==> config.mk <==
export PLATFORM = sky130hd
export DESIGN_NAME = tx_packet_ctrl
export DESIGN_NICKNAME = d
export VERILOG_FILES = /design/src/rtl/tx_packet_ctrl.sv
export SDC_FILE = /design/constraint.sdc
export NUM_CORES = 1
export LEC_CHECK = 0
export ABC_AREA = 0
export CAP_MARGIN = 5
export CORE_UTILIZATION = 40
export CTS_CLUSTER_SIZE = 8
export DETAILED_ROUTE_END_ITERATION = 7
export PLACE_DENSITY = 0.74
export SLEW_MARGIN = 10
export SYNTH_ARGS = -nofsm -noshare
export SYNTH_HDL_FRONTEND = slang
export SYNTH_SLANG_ARGS = --single-unit
==> constraint.sdc <==
create_clock -name clk -period 2.6 [get_ports clk]
set_clock_uncertainty 0.15 [all_clocks]
set_input_delay 0.52 -clock clk [delete_from_list [all_inputs] [get_ports clk]]
set_output_delay 0.52 -clock clk [all_outputs]
set_load 0.02 [all_outputs]
==> src/rtl/tx_packet_ctrl.sv <==
// Transmit packet sequencer: SYNC, PID, payload from TX FIFO, CRC16, EOP.
// Drives byte loads, timer control, CRC gating and done/underrun status.
module tx_packet_ctrl #(
  parameter int unsigned MAX_LEN = 64,
  parameter int unsigned LEN_W   = 7
) (
  input  logic             clk,
  input  logic             n_rst,
  input  logic             tx_start,
  input  logic [3:0]       tx_pid,
  input  logic [LEN_W-1:0] tx_len,
  input  logic             fifo_empty,
  input  logic [7:0]       fifo_rdata,
  output logic             fifo_rd,
  input  logic [15:0]      crc_in,
  output logic             crc_clr,
  output logic             crc_en,
  input  logic             bit_strobe,
  input  logic             byte_done,
  output logic             load_en,
  output logic [7:0]       load_data,
  output logic             timer_en,
  output logic             timer_clr,
  output logic             tx_eop,
  output logic             tx_busy,
  output logic             tx_done,
  output logic             tx_error
);

  typedef enum logic [2:0] {
    S_IDLE,
    S_SYNC,
    S_PID,
    S_DATA,
    S_CRC_LO,
    S_CRC_HI,
    S_EOP,
    S_DONE
  } state_t;

  state_t           r_state;
  logic [3:0]       r_pid;
  logic [LEN_W-1:0] r_rem;
  logic [7:0]       r_crc_hi;
  logic [1:0]       r_eop_cnt;

  logic       r_fifo_rd;
  logic       r_crc_clr;
  logic       r_crc_en;
  logic       r_load_en;
  logic [7:0] r_load_data;
  logic       r_timer_en;
  logic       r_timer_clr;
  logic       r_tx_eop;
  logic       r_tx_busy;
  logic       r_tx_done;
  logic       r_tx_error;

  logic w_len_bad;
  logic w_last;

  assign w_len_bad = (tx_len > LEN_W'(MAX_LEN));
  assign w_last    = (r_rem == '0);

  // Entry actions for each byte state are issued on the transition edge so
  // that every output stays registered and lands one cycle after the cause.
  always_ff @(posedge clk or posedge n_rst) begin
    if (n_rst) begin
      r_state     <= S_IDLE;
      r_pid       <= '0;
      r_rem       <= '0;
      r_crc_hi    <= '0;
      r_eop_cnt   <= '0;
      r_fifo_rd   <= 1'b0;
      r_crc_clr   <= 1'b0;
      r_crc_en    <= 1'b0;
      r_load_en   <= 1'b0;
      r_load_data <= '0;
      r_timer_en  <= 1'b0;
      r_timer_clr <= 1'b0;
      r_tx_eop    <= 1'b0;
      r_tx_busy   <= 1'b0;
      r_tx_done   <= 1'b0;
      r_tx_error  <= 1'b0;
    end else begin
      r_fifo_rd   <= 1'b0;
      r_crc_clr   <= 1'b0;
      r_crc_en    <= 1'b0;
      r_load_en   <= 1'b0;
      r_timer_clr <= 1'b0;
      r_tx_done   <= 1'b0;
      r_tx_error  <= 1'b0;

      case (r_state)
        S_IDLE: begin
          if (tx_start) begin
            if (w_len_bad) begin
              r_tx_error <= 1'b1;
            end else begin
              r_pid       <= tx_pid;
              r_rem       <= tx_len;
              r_state     <= S_SYNC;
              r_tx_busy   <= 1'b1;
              r_load_en   <= 1'b1;
              r_load_data <= 8'h80;
              r_crc_clr   <= 1'b1;
              r_timer_clr <= 1'b1;
              r_timer_en  <= 1'b1;
            end
          end
        end

        S_SYNC: begin
          if (byte_done) begin
            r_state     <= S_PID;
            r_load_en   <= 1'b1;
            r_load_data <= {~r_pid, r_pid};
          end
        end

        // PID and DATA share the exit decision: CRC when no payload remains,
        // otherwise another DATA entry (which may detect an underrun).
        S_PID, S_DATA: begin
          if (byte_done) begin
            if (w_last) begin
              r_state     <= S_CRC_LO;
              r_load_en   <= 1'b1;
              r_load_data <= crc_in[7:0];
              r_crc_hi    <= crc_in[15:8];
            end else if (fifo_empty) begin
              r_state    <= S_EOP;
              r_tx_error <= 1'b1;
              r_tx_eop   <= 1'b1;
              r_eop_cnt  <= '0;
            end else begin
              r_state     <= S_DATA;
              r_load_en   <= 1'b1;
              r_fifo_rd   <= 1'b1;
              r_crc_en    <= 1'b1;
              r_load_data <= fifo_rdata;
              r_rem       <= r_rem - 1'b1;
            end
          end
        end

        S_CRC_LO: begin
          if (byte_done) begin
            r_state     <= S_CRC_HI;
            r_load_en   <= 1'b1;
            r_load_data <= r_crc_hi;
          end
        end

        S_CRC_HI: begin
          if (byte_done) begin
            r_state   <= S_EOP;
            r_tx_eop  <= 1'b1;
            r_eop_cnt <= '0;
          end
        end

        // Two SE0 bits plus one J bit.
        S_EOP: begin
          if (bit_strobe) begin
            if (r_eop_cnt == 2'd2) begin
              r_state    <= S_DONE;
              r_tx_eop   <= 1'b0;
              r_tx_done  <= 1'b1;
              r_timer_en <= 1'b0;
            end else begin
              r_eop_cnt <= r_eop_cnt + 2'd1;
            end
          end
        end

        S_DONE: begin
          r_state   <= S_IDLE;
          r_tx_busy <= 1'b0;
        end

        default: r_state <= S_IDLE;
      endcase
    end
  end

  assign fifo_rd   = r_fifo_rd;
  assign crc_clr   = r_crc_clr;
  assign crc_en    = r_crc_en;
  assign load_en   = r_load_en;
  assign load_data = r_load_data;
  assign timer_en  = r_timer_en;
  assign timer_clr = r_timer_clr;
  assign tx_eop    = r_tx_eop;
  assign tx_busy   = r_tx_busy;
  assign tx_done   = r_tx_done;
  assign tx_error  = r_tx_error;

endmodule

* After elaboration in Yosys (flattened, before gate mapping)
Cells that the tools add are included.
W data, S select, Z words.
** Word-level totals
- Input port bits :: 41
- Word-level logic and storage cells :: 121
- Output and inout port bits :: 18
- Flip-flop bits (word level) :: 40
** Cells by class
- Muxes and demuxes :: 63
- Eq/ne operators :: 21
- Bitwise operators :: 2
- Add/subtract/negate cells :: 2
- Reductions and logical operators :: 18
- $lt $le $gt $ge :: 1
** Operators by type and width (number)
- $mux W8 :: 7
- $mux W7 :: 5
- $pmux W8 S4 :: 1
- $mux W3 :: 10
- $mux W1 :: 26
- $ne A2 B2 Y1 const B :: 12
- $pmux W3 S7 :: 1
- $reduce_and A7 Y1 :: 3
- $pmux W7 S2 :: 1
- $eq A3 B3 Y1 const B :: 4
- $mux W2 :: 6
- $reduce_and A3 Y1 :: 3
- $reduce_and A8 Y1 :: 1
- $gt A7 B7 Y1 const B :: 1
- $logic_not A7 Y1 :: 1
- $sub A7 B1 Y7 const B :: 1
- $eq A3 B2 Y1 const B :: 2
- $pmux W1 S2 :: 3
- $pmux W1 S3 :: 2
- $pmux W2 S3 :: 1
- $reduce_and A6 Y1 :: 1
- $reduce_bool A2 Y1 :: 3
- $reduce_and A5 Y1 :: 1
- $not A4 Y4 :: 1
- other kinds (9) :: 10

* Depth between registers and ports, before layout
- Word-level depth :: 5
- Depth in mapped cells :: 8
- Gate-level depth less buffers :: 7

* Worst setup path after synthesis
OpenSTA, ideal clock, no wires.
- Kind :: in2reg
- Start point :: input port tx_len[5]
- End point :: register r_load_data[0] (netlist: load_data[0])
- Library setup time :: 0.127 ns
- Path buffers :: 1
- Path slack :: 0.286 ns
- Cell stages on the path :: 6
- Required time :: 2.323 ns
- Arrival time :: 2.037 ns
- Cells stage by stage :: or4_4 o31ai_4 o32ai_1 o21ba_1 buf_6 mux2_1
** Between the ends
- Longest elaborated chain between the ends :: 3
** Ends and longest elaborated chain
- start: declaration :: RTL line 11 : input logic [LEN_W-1:0] tx_len,
- $gt A7 B7 Y1 :: RTL line 62 : assign w_len_bad = (tx_len > LEN_W'(MAX_LEN));
- $ne A2 B2 Y1 (no source line)
- $reduce_and A7 Y1 (no source line)
- end signal: assignment :: RTL line 117 : r_load_data <= {~r_pid, r_pid};
- end signal: assignment :: RTL line 128 : r_load_data <= crc_in[7:0];
- end signal: assignment :: RTL line 140 : r_load_data <= fifo_rdata;
- end: declaration :: RTL line 51 : logic [7:0] r_load_data;
No other way between the ends.
A chain may end at the register's enable or synchronous reset.

* Worst setup path in the final report
- Start point :: input port tx_len[5]
- End point :: register r_load_data[7] (netlist: load_data[7])
The elaborated chain is that of the path after synthesis.

==> impl_metrics.json <==
{
  "status": "finished, final reports clean",
  "antenna_found_initial": 0,
  "cpPeakStageDelay_ns": 0.55,
  "worstPathArrival_ns": 2.57,
  "tns_ns": 0,
  "synth_fp_nets": 256,
  "total_power_uw": 2830,
  "antenna_cells": 0,
  "synth_ff_type": "dfrtp_1",
  "grt_pass1_vias": 1787,
  "worst-r2r-cell-count": 8,
  "fin_nets": 323,
  "drt_iter0_drc": 117,
  "clk_pin_slew_ns": 0.08,
  "die_w_um": 75.4,
  "instances_no_fill": 350,
  "max_cap_viol_count": 0,
  "yosys.cell_count.top_type": "dfrtp_1",
  "hp-class": "flop to flop",
  "die_area_sq_um": 5690,
  "cp-start-kind": "primary input",
  "reg2reg_slack_ns": 0.23,
  "root_buffer": "clkbuf_8",
  "synth_cell_types": 43,
  "design_area_sq_um": 2990,
  "async_flop_share": 1.00,
  "critPathLaunch": "tx_len[5]",
  "path_class": "primary input to flop",
  "peakVddDrop_mv": 0.564,
  "gp_congestion": 0.833,
  "rsz0062_at_grt": "no",
  "grt_pass1_wl_um": 8560,
  "cts_buffers": 5,
  "grt_start_max_net_pins": 41,
  "fin_crit_sh": 0.975,
  "worstPathCellList": "clkdlybuf4s50_1 > or4_4 > o31ai_4 > o32ai_1 > o21ba_2 > buf_12 > mux2_1",
  "postCtsSetupRepairBufs": 0,
  "cts_tree": "yes",
  "slew-limit-headroom": 0.501,
  "tightestPinTransition_ns": 0.747,
  "cp_slowest_cell": "or4_4",
  "fin_crit_ns": 2.53,
  "crit_required_ns": 2.63,
  "pin_count": 59,
  "start_util": 0.419,
  "dp_cells": 342,
  "setup_viol": 0,
  "cts.sinks": 40,
  "drtPass1Iterations": 4,
  "vias": 1840,
  "drc": 0,
  "insertion_delay_ns": 0.29,
  "crit_path_end_kind": "flop",
  "p_per_area_nw_per_um2": 948,
  "grt_overflow_total": 0,
  "place_hpwl_um": 3880,
  "syn2layout_area_growth_pct": 38.6,
  "row_count": 26,
  "ant_nets": 0,
  "yosysTopAreaCellShare": 0.464,
  "synthCells": 212,
  "synth_edf_count": 0,
  "clk_path_buf_depth": 2,
  "post_drt_wl_per_cell_um": 14.5,
  "die_h_um": 75.4,
  "leakage_uw": 0.00126,
  "ys.warnings.count": 0,
  "r2r-end": "load_data[3]",
  "synthTopCellsByCount": "dfrtp_1 (40), nor2_1 (16), nand2_1 (15), a21oi_1 (12), mux2_2 (12)",
  "yosys-top-cells-area": "dfrtp_1 (46%), mux2_2 (6.3%), mux2_1 (4.2%)",
  "synth_seq_cells": 40,
  "grtUsageTotal": 0.204,
  "finalMaxSlewViolations": 0,
  "max_freq_ghz": 0.395,
  "htree_levels": 2,
  "place_area_sq_um": 2890,
  "synth.avg_cell_area_sq_um": 10.2,
  "timing.rr.start": "r_rem[0]",
  "wl_um": 5070,
  "cp-endpoint": "load_data[7]",
  "coreArea_sq_um": 5140,
  "drive_above_1_share": 0.157,
  "synth_seq_area_share": 0.464,
  "cp_max_fo": 9,
  "viasPerCell": 5.26,
  "syn_area_sq_um": 2160,
  "hold_violations": 0,
  "synth_top_cell_by_area": "dfrtp_1",
  "port_buffers": 58
}
## per-stage QoR
step	hold slack (ns)	worst slack, ns	util
floorplan	0.304	0.286	-
global placement	0.319	-0.221	0.562
detailed placement	0.328	-0.275	0.562
CTS	0.345	0.0400	0.581
global route	0.369	0.000954	0.581
finish	0.349	0.0661	0.581
## cell families (layout without fill, tap and decap cells)
logic type | Yosys count | count (layout) | synth area share
AOI/OAI and AO/OA | 59 | 59 | 0.191
muxes | 27 | 27 | 0.137
buffers and inverters | 23 | 91 | 0.0499
adders and majority gates | 3 | 3 | 0.0174
DFF | 40 | 40 | 0.464
and+or+nand+nor | 60 | 60 | 0.140
## worst min path at each step
stage / start / end / depth (start not counted)
detailed placement: r_eop_cnt[1] / r_eop_cnt[1] / 1
global placement: r_eop_cnt[1] / r_eop_cnt[1] / 1
CTS: r_eop_cnt[1] / r_eop_cnt[1] / 1
global route: tx_eop / tx_eop / 1
finish: r_eop_cnt[1] / r_eop_cnt[1] / 1
floorplan: r_eop_cnt[1] / r_eop_cnt[1] / 1
## registers in the layout, indices dropped and copies added (netlist names), 2 cells and up
| register | cells |
|---|---|
| r_rem | 7 |
| r_state | 3 |
| load_data | 8 |
| r_crc_hi | 8 |
| r_eop_cnt | 2 |
| r_pid | 4 |
## power breakdown
part | total [uW] | internal, uW | switching [uW] | leakage [uW]
logic | 1350 | 673 | 681 | 0.000710
registers | 1050 | 828 | 218 | 0.000504
clock network | 434 | 215 | 219 | 0.0000434
total | 2830 | 1720 | 1120 | 0.00126
## routing by layer
metal / track usage / vias up / part of all wire
met2: 0.334 / 47 / 0.49
met5: 0 / - / 0
met4: 0.0556 / 0 / 0.0067
met1: 0.272 / 884 / 0.47
met3: 0.0463 / 4 / 0.036
li1: - / 905 / -
## critical path: cells and delay by family
family	cells	cell delay [ns]
buffers and inverters	2	0.55
AND/OR/NAND/NOR	1	0.55
AO/OA/AOI/OAI	3	0.64
multiplexers	1	0.32
## final cells by class
class                           instances  area [sq um]
Timing Repair Buffer                   76           728
Fill cell                             492          2150
Sequential cell                        40          1000
Clock buffer                            6          82.6
Inverter                                7          26.3
Tap cell                               70          87.6
Clock inverter                          2          15.0
Multi-Input combinational cell        149          1050
## cell usage in the layout (no fill, tap or decap), drive strengths merged, types with 5 or more instances in the layout
cell type	n
clkdlybuf4s50	58
dfrtp	40
mux2	20
buf	18
nor2	16
nand2	15
a21oi	12
o22ai	9
nand3	9
o21ai	8
inv	7
mux2i	7
a31oi	6
nor2b	6
clkbuf	6
nor3	5
a22oi	5
## repair_timing
item / in CTS / in global routing
hold buffers: 0 / 0
resized for setup: 0 / 1
endpoints found under the setup margin: 0 / 7
No activity file was read; power rests on OpenSTA's default activity.
